$ cat src/rtl/mac_pe_stream.sv
// Streaming multiply-accumulate PE for the systolic array. A moves west->east and B moves north->south.
// Each accepted pair is multiplied, then accumulated; the dot product is emitted on C at the vector's last beat.
module mac_pe_stream #(
  parameter int DATA_WIDTH = 16,
  parameter int ACC_WIDTH  = 40,
  parameter bit SIGNED     = 1'b1
) (
  input  logic                  clk,
  input  logic                  rst,
  input  logic [DATA_WIDTH-1:0] a_in_data,
  input  logic                  a_in_valid,
  input  logic                  a_in_last,
  output logic                  a_in_ready,
  input  logic [DATA_WIDTH-1:0] b_in_data,
  input  logic                  b_in_valid,
  input  logic                  b_in_last,
  output logic                  b_in_ready,
  output logic [DATA_WIDTH-1:0] a_out_data,
  output logic                  a_out_valid,
  output logic                  a_out_last,
  input  logic                  a_out_ready,
  output logic [DATA_WIDTH-1:0] b_out_data,
  output logic                  b_out_valid,
  output logic                  b_out_last,
  input  logic                  b_out_ready,
  output logic [ACC_WIDTH-1:0]  c_out_data,
  output logic                  c_out_valid,
  input  logic                  c_out_ready,
  output logic                  last_err,
  output logic                  busy,
  output logic                  dbg_state_o
);

  localparam int PW = 2 * DATA_WIDTH;
  localparam logic [0:0] IDLE  = 1'b0;
  localparam logic [0:0] ACCUM = 1'b1;

  generate
    if (ACC_WIDTH < PW) begin : g_width_check
      $error("mac_pe_stream: ACC_WIDTH must be at least 2*DATA_WIDTH");
    end
  endgenerate

  // Handshakes: a beat transfers on a port when its valid and ready are both high in the same cycle.
  // Ready never depends on valid, and A and B are only ever accepted together as a pair.

  logic [DATA_WIDTH-1:0] a_data_q, a_data_d, b_data_q, b_data_d;
  logic                  a_valid_q, a_valid_d, b_valid_q, b_valid_d;
  logic                  a_last_q, a_last_d, b_last_q, b_last_d;
  logic [PW-1:0]         p_q, p_d;
  logic                  p_valid_q, p_valid_d, p_last_q, p_last_d;
  logic [ACC_WIDTH-1:0]  acc_q, acc_d, c_data_q, c_data_d;
  logic                  c_valid_q, c_valid_d;
  logic                  last_err_q, last_err_d;
  logic [0:0]            state_q, state_d;

  logic                  fwd_free, c_free, stall, fire, fire_last;
  logic [PW-1:0]         prod_u, prod;
  logic signed [PW-1:0]  prod_s;
  logic [ACC_WIDTH-1:0]  p_ext, acc_sum;

  assign fwd_free   = (~a_valid_q | a_out_ready) & (~b_valid_q | b_out_ready);
  assign c_free     = ~c_valid_q | c_out_ready;
  assign stall      = p_valid_q & p_last_q & ~c_free;
  assign a_in_ready = fwd_free & ~stall;
  assign b_in_ready = fwd_free & ~stall;
  assign fire       = a_in_valid & b_in_valid & a_in_ready & b_in_ready;
  assign fire_last  = a_in_last | b_in_last;

  assign prod_u  = PW'(a_in_data) * PW'(b_in_data);
  assign prod_s  = PW'($signed(a_in_data)) * PW'($signed(b_in_data));
  assign prod    = SIGNED ? prod_s : prod_u;
  // Extend the product to accumulator width before adding; the sum wraps.
  assign p_ext   = SIGNED ? ACC_WIDTH'($signed(p_q)) : ACC_WIDTH'(p_q);
  assign acc_sum = acc_q + p_ext;

  always_comb begin
    a_data_d   = a_data_q;
    a_last_d   = a_last_q;
    a_valid_d  = a_valid_q & ~a_out_ready;
    b_data_d   = b_data_q;
    b_last_d   = b_last_q;
    b_valid_d  = b_valid_q & ~b_out_ready;
    p_d        = p_q;
    p_last_d   = p_last_q;
    p_valid_d  = stall ? p_valid_q : 1'b0;
    acc_d      = acc_q;
    c_data_d   = c_data_q;
    c_valid_d  = c_valid_q & ~c_out_ready;
    last_err_d = last_err_q;
    state_d    = state_q;
    if (fire) begin
      a_data_d  = a_in_data;
      a_last_d  = a_in_last;
      a_valid_d = 1'b1;
      b_data_d  = b_in_data;
      b_last_d  = b_in_last;
      b_valid_d = 1'b1;
      p_d       = prod;
      p_valid_d = 1'b1;
      p_last_d  = fire_last;
      state_d   = fire_last ? IDLE : ACCUM;
      if (a_in_last != b_in_last) last_err_d = 1'b1;
    end
    // A last product waits in stage 1 until the C register can take the result.
    if (p_valid_q && !p_last_q) begin
      acc_d = acc_sum;
    end else if (p_valid_q && p_last_q && c_free) begin
      c_data_d  = acc_sum;
      c_valid_d = 1'b1;
      acc_d     = '0;
    end
  end

  always_ff @(posedge clk) begin
    if (rst) begin
      a_data_q   <= '0;
      a_last_q   <= 1'b0;
      a_valid_q  <= 1'b0;
      b_data_q   <= '0;
      b_last_q   <= 1'b0;
      b_valid_q  <= 1'b0;
      p_q        <= '0;
      p_last_q   <= 1'b0;
      p_valid_q  <= 1'b0;
      acc_q      <= '0;
      c_data_q   <= '0;
      c_valid_q  <= 1'b0;
      last_err_q <= 1'b0;
      state_q    <= IDLE;
    end else begin
      a_data_q   <= a_data_d;
      a_last_q   <= a_last_d;
      a_valid_q  <= a_valid_d;
      b_data_q   <= b_data_d;
      b_last_q   <= b_last_d;
      b_valid_q  <= b_valid_d;
      p_q        <= p_d;
      p_last_q   <= p_last_d;
      p_valid_q  <= p_valid_d;
      acc_q      <= acc_d;
      c_data_q   <= c_data_d;
      c_valid_q  <= c_valid_d;
      last_err_q <= last_err_d;
      state_q    <= state_d;
    end
  end

  assign a_out_data  = a_data_q;
  assign a_out_valid = a_valid_q;
  assign a_out_last  = a_last_q;
  assign b_out_data  = b_data_q;
  assign b_out_valid = b_valid_q;
  assign b_out_last  = b_last_q;
  assign c_out_data  = c_data_q;
  assign c_out_valid = c_valid_q;
  assign last_err    = last_err_q;
  assign busy        = (state_q == ACCUM) | p_valid_q | c_valid_q;
  assign dbg_state_o = state_q;

endmodule

$ cat config.mk
export PLATFORM = sky130hd
export DESIGN_NAME = mac_pe_stream
export DESIGN_NICKNAME = d
export VERILOG_FILES = /design/src/rtl/mac_pe_stream.sv
export SDC_FILE = /design/constraint.sdc
export NUM_CORES = 1
export LEC_CHECK = 0
export CAP_MARGIN = 20
export CORE_MARGIN = 2
export CORE_UTILIZATION = 30
export CTS_CLUSTER_DIAMETER = 30
export DETAILED_ROUTE_END_ITERATION = 16
export PLACE_DENSITY_LB_ADDON = 0.3
export SLEW_MARGIN = 20
export SYNTH_ARGS = -nofsm -noshare
export SYNTH_HDL_FRONTEND = slang
export SYNTH_SLANG_ARGS = --single-unit
$ cat constraint.sdc
create_clock -name clk -period 7.5 [get_ports clk]
set_input_delay 1.125 -clock clk [delete_from_list [all_inputs] [get_ports clk]]
set_output_delay 1.125 -clock clk [all_outputs]
set_load 0.05 [all_outputs]
### Word-level counts from Yosys, hierarchy flattened

Index checks and enable logic that the tools add are counted.

* register bits: 153
* bits of input ports: 41
* output and inout bits: 82

* add/sub/neg operators: 1
* multipliers: 1
* eq/ne operators: 2
* multiplexer cells: 9
* bitwise gates (word level): 25
* reductions and logical operators: 7

Operators with widths (number)
* 40-bit 2-to-1 mux: 2
* 40-bit adder: 1
* 16-bit by 16-bit multiplier with 32-bit output: 1
* 1-bit bitwise AND: 10
* 1-bit inverter: 9
* 1-bit 2-to-1 mux: 7
* 1-bit bitwise OR: 6
* 2-bit AND reduction: 2
* 1-bit logical AND: 3
* 2-bit by 1-bit != test with 1-bit output (second input constant): 1
* 2-bit nonzero test: 1
* 1-bit logical NOT: 1
* 1-bit != test: 1

### Longest topological paths before layout

Gate-level depths: netlist of run 1.

* depth in word-level cells: 9
* depth in mapped cells: 25

### Worst setup path before layout of run 1

OpenSTA, ideal clock, no wires.

* path kind: input-to-reg
* start: in b_in_data[7]
* end: reg p_q[28]
* setup time: 0.087 ns
* arrival time: 6.762 ns
* required time: 7.413 ns
* slack: 0.651 ns
* cell stages on the path: 24
* buffers on the path: 2
* cell sequence: clkbuf_1 > clkbuf_1 > nand2_1 > fa_1 > inv_1 > fa_1 > inv_1 > fa_1 > inv_1 > fa_1 > fa_1 > inv_1 > fa_1 > inv_1 > ha_1 > and4_1 > nand2_1 > nor3_2 > a21o_1 > o21ai_2 > o31ai_1 > a31oi_1 > xor2_1 > o31ai_1

* cells in the longest elaborated chain, start to end: 1

RTL lines
* from (decl): RTL line 14 `input logic [DATA_WIDTH-1:0] b_in_data,`
* 16-bit by 16-bit multiplier with 32-bit output: RTL line 71 `assign prod_s = PW'($signed(a_in_data)) * PW'($signed(b_in_data));`
* to (signal assigned): RTL line 138 `p_q <= p_d;`
* to (decl): RTL line 50 `logic [PW-1:0] p_q, p_d;`

Every way passes these cells.
A chain may end at the register's enable or synchronous reset.

### Worst setup path in the final report of run 1

* start: in a_in_data[4]
* end: reg p_q[29]

* cells in the longest elaborated chain, start to end: 1

RTL lines
* from (decl): RTL line 10 `input logic [DATA_WIDTH-1:0] a_in_data,`
* 16-bit by 16-bit multiplier with 32-bit output: RTL line 71

Every way passes these cells.

==> results of run 1 <==
Yosys cell counts (all sizes together) (3+ instances only):
cell type  count  share of area [%]
nand2        340                7.3
inv          300                6.5
fa           263                 30
a21oi        184                5.4
dfxtp        153                 18
and2         127                4.6
ha           122                8.8
clkbuf        85                1.8
nor2          75                1.6
nand3         66                1.9
xnor2         46                2.3
o21ai         45                1.4
a21o          23               0.99
a31oi         17               0.84
buf           17               0.45
xor2          17               0.86
o21a          15               0.65
nand4         13               0.47
nor3          13               0.40
a211oi        12               0.52
and3           9               0.32
nand2b         9               0.32
o21bai         9               0.39
nor2b          8               0.33
o211ai         8               0.35
or3            7               0.25
o31ai          6               0.32
a2111oi        5               0.29
a211o          4               0.20
a21boi         4               0.17
and4           4               0.20
a221oi         3               0.19
a311o          3               0.17
a41oi          3               0.15
nor4           3               0.11
or4            3               0.13
stage by stage:
stage,cells,hold WS [ns],area [um^2]
after floorplan,2046,0.436,17400
after global placement,2902,0.443,19900
after detailed placement,2902,0.447,19900
after CTS,2932,0.455,20500
after global routing,2932,0.479,20500
final,2932,0.453,20500
worst reg2reg max path, cell delays in order, from the launching register on:
cell       delay [ns]
dfxtp_1          0.36
ha_1             0.19
inv_1            0.06
fa_1             0.43
nor2b_4          0.15
o31ai_2          0.10
a31oi_2          0.28
o2111ai_2        0.21
a21oi_2          0.34
o21ai_4          0.11
a2111oi_0        0.45
a31oi_1          0.08
a21oi_1          0.14
per-layer routing:
metal  global-route usage [%]  vias up  wire length [um]  share of wire, %
met2                     28.5      220             23000                50
met1                     20.8     7076             20800                45
met5                        0        -                 0                 0
met3                     2.36       40              1500               3.3
li1                         -     6738                 -                 -
met4                     3.89        0               790               1.7
where the power goes:
group | internal [mW] | switching, mW | total [mW]
registers | 0.878 | 0.0419 | 0.919
logic | 3.82 | 4.64 | 8.46
clock network | 0.557 | 0.372 | 0.930
total | 5.26 | 5.05 | 10.3
flip-flops by register name (all words and copies together), names as in the netlist:
signal	cells
b_out_last	1
p_valid_q	1
a_out_data	16
c_out_valid	1
b_out_valid	1
dbg_state_o	1
p_q	32
p_last_q	1
last_err	1
a_out_last	1
b_out_data	16
c_out_data	40
a_out_valid	1
acc_q	40
final cells by class:
| cell class | count | area [um^2] |
|---|---|---|
| clock buffers | 17 | 425 |
| clock inverters | 13 | 193 |
| fillers | 5930 | 37100 |
| inverters | 300 | 1130 |
| multi-input cells | 1491 | 12900 |
| flip-flops and latches | 153 | 3060 |
| well taps | 765 | 957 |
| repair buffers | 193 | 1890 |
cells by family after synthesis:
kind of cell               after synthesis  share of synthesized area, %
AOI/OAI and AO/OA                      354                          12.9
xor gates and xnor gates                63                          3.17
adders and majority gates              385                          39.0
buffers and inverters                  402                          8.75
DFF                                    153                          17.6
muxes                                    3                         0.201
and+or+nand+nor                        686                          18.4
worst paths after layout:
check	depth (start not counted)	startpoint	slack, ns	endpoint
max	22	a_in_data[4]	0.41	p_q[29]
min	2	c_out_data[6]	0.45	c_out_data[6]
max reg2reg	12	p_q[0]	4.53	acc_q[30]
min reg2reg	2	c_out_data[6]	0.45	c_out_data[6]
==> results by group, run 1 <==
Floorplanning
  • # rows: 88
  • Die Span Y: ~240 um
  • Die Width: approximately 240 um
  • Starting density of the core: 30.2%
  • Core area: 0.0576 mm^2
  • Die area: 0.0600 mm^2
  • I/O pin count: 123

Clocking
  • Clock Path Buffers: 2
  • Clk_lat worst skew: ~0.45 ns
  • # resized after CTS: 0
  • Worst-path clk slew: 0.06 ns
  • # clock sinks: 153
  • Post-CTS setup buffers: 0
  • CTS tree: yes
  • CTS H-tree depth: 4
  • Clock tree root buffer cell: clkbuf_16
  • CTS buffer count: 17
  • Hold_buf cts: 0

Global route
  • Initial antenna violation count: 0
  • Largest net degree at the start of global routing: 94
  • First-pass GRT wire length: 77.6 mm
  • Vias in the first global route: 14900
  • GRT overflow: 0
  • GRT Total Usage: 16.2%

Synth
  • Mean Syn Cell Area: about 8.5 um^2
  • Register area share after synthesis: 17.6%
  • Main synth FF type: dfxtp_1
  • Post-synth EDFFs: 0
  • Ys async rst share: 0%
  • Post-synthesis cell area: 0.0174 mm^2
  • FF+latch count, synth: roughly 150
  • Yosys warning total: 0
  • Synthesized net count: 2472
  • Number of distinct library cells after synthesis: just over 70
  • Post-synthesis cell count: 2046

Worst setup path
  • Critical path type: in2reg
  • Crit Path Max Fanout: 12
  • Worst stage delay on the critical path: approximately 0.73 ns
  • Crit path buf inv count: 6
  • Startpoint Class: input pin
  • Arrival @ worst endpoint: 7.43 ns
  • Critical path cell sequence: clkdlybuf4s50_1 > and2_1 > fa_1 > inv_1 > fa_1 > inv_1 > fa_1 > fa_1 > fa_1 > inv_1 > fa_1 > inv_1 > ha_1 > o21a_1 > o21ai_0 > inv_1 > o21ai_0 > a311o_1 > nand2_1 > a211oi_1 > nor4_1 > a311o_1
  • Cell mode on critical path: fa_1
  • Slowest cell on the critical path: clkdlybuf4s50_1
  • Crit end category: register
  • Crit path max-delay family: adder cells
  • Worst path required time: 7.84 ns

Cells and area
  • Diodes inserted: 0
  • Commonest cells after routing, fill and taps aside: 340 x nand2_1, 300 x inv_1, 263 x fa_1, 178 x a21oi_1, 153 x dfxtp_1
  • Most common cell after layout, fill and taps aside: nand2_1
  • Layout cells sized above 1: ~6.3%
  • Nets@finish: 2582
  • Layout area overhead: 17.8%
  • Fin util: between 30% and 40%

STA
  • Max transition margin: about 30%
  • Final period util: ~95%
  • Setup_tns: 0 ns
  • Final Hold Fails: 0
  • Setup-failing EPs final: 0
  • Slew Viols, Final: 0
  • Worst-Margin Slew: about 1.1 ns
  • F_max: 141 MHz
  • Final worst path period need: 7.09 ns
  • Setup ws final: around 0.41 ns
  • Clk_skew: 0.0107 ns
  • RSZ-0062 raised after global routing: no

Job
  • Max-cap viol count: 0

Detailed routing
  • Via count: 14100
  • First-iteration detailed-routing DRC count: 750
  • Pre-antenna DRT Iters: 5
  • WL/cell: 15.7 um
  • Antenna Nets Post-Route: 0
  • DRC: 0
  • DRT Wirelength: ~46 mm
  • DR vias/cell: ~4.8

Power and ir drop
  • Total Power: 10.3 mW
  • P per Cell Area: a little over 500 mW/mm^2
  • P_leak: 9.06 nW
  • Max VDD drop: 0.660 mV

Placed design
  • Detailed placement HPWL: between 30 and 40 mm
  • RD Place Congestion: 0.835
  • Placement Setup Slack: -0.0545 ns
  • I/O Buffers: roughly 120

Min path
  • Hold Path Class: reg2reg

Run status
  • Status: finished clean
(Power assumes the default switching activity.)
==> run 2, diff against run 1 <==
--- a/config.mk
+++ b/config.mk
@@ -8,7 +8,7 @@
 export CAP_MARGIN = 20
 export CORE_MARGIN = 2
 export CORE_UTILIZATION = 30
-export CTS_CLUSTER_DIAMETER = 30
+export CTS_CLUSTER_DIAMETER = 40
 export DETAILED_ROUTE_END_ITERATION = 16
 export PLACE_DENSITY_LB_ADDON = 0.3
 export SLEW_MARGIN = 20
==> constraint.sdc (replaced) <==
create_clock -name clk -period 7.5 [get_ports clk]
set_input_delay 1.125 -clock clk [delete_from_list [all_inputs] [get_ports clk]]
set_output_delay 1.125 -clock clk [all_outputs]
set_load 0.1 [all_outputs]
==> results of run 2 <==
Same layout as run 1 (identical final DEF). Status: finished clean.
Main changes from that run: total power 10.3 mW -> 10.4 mW
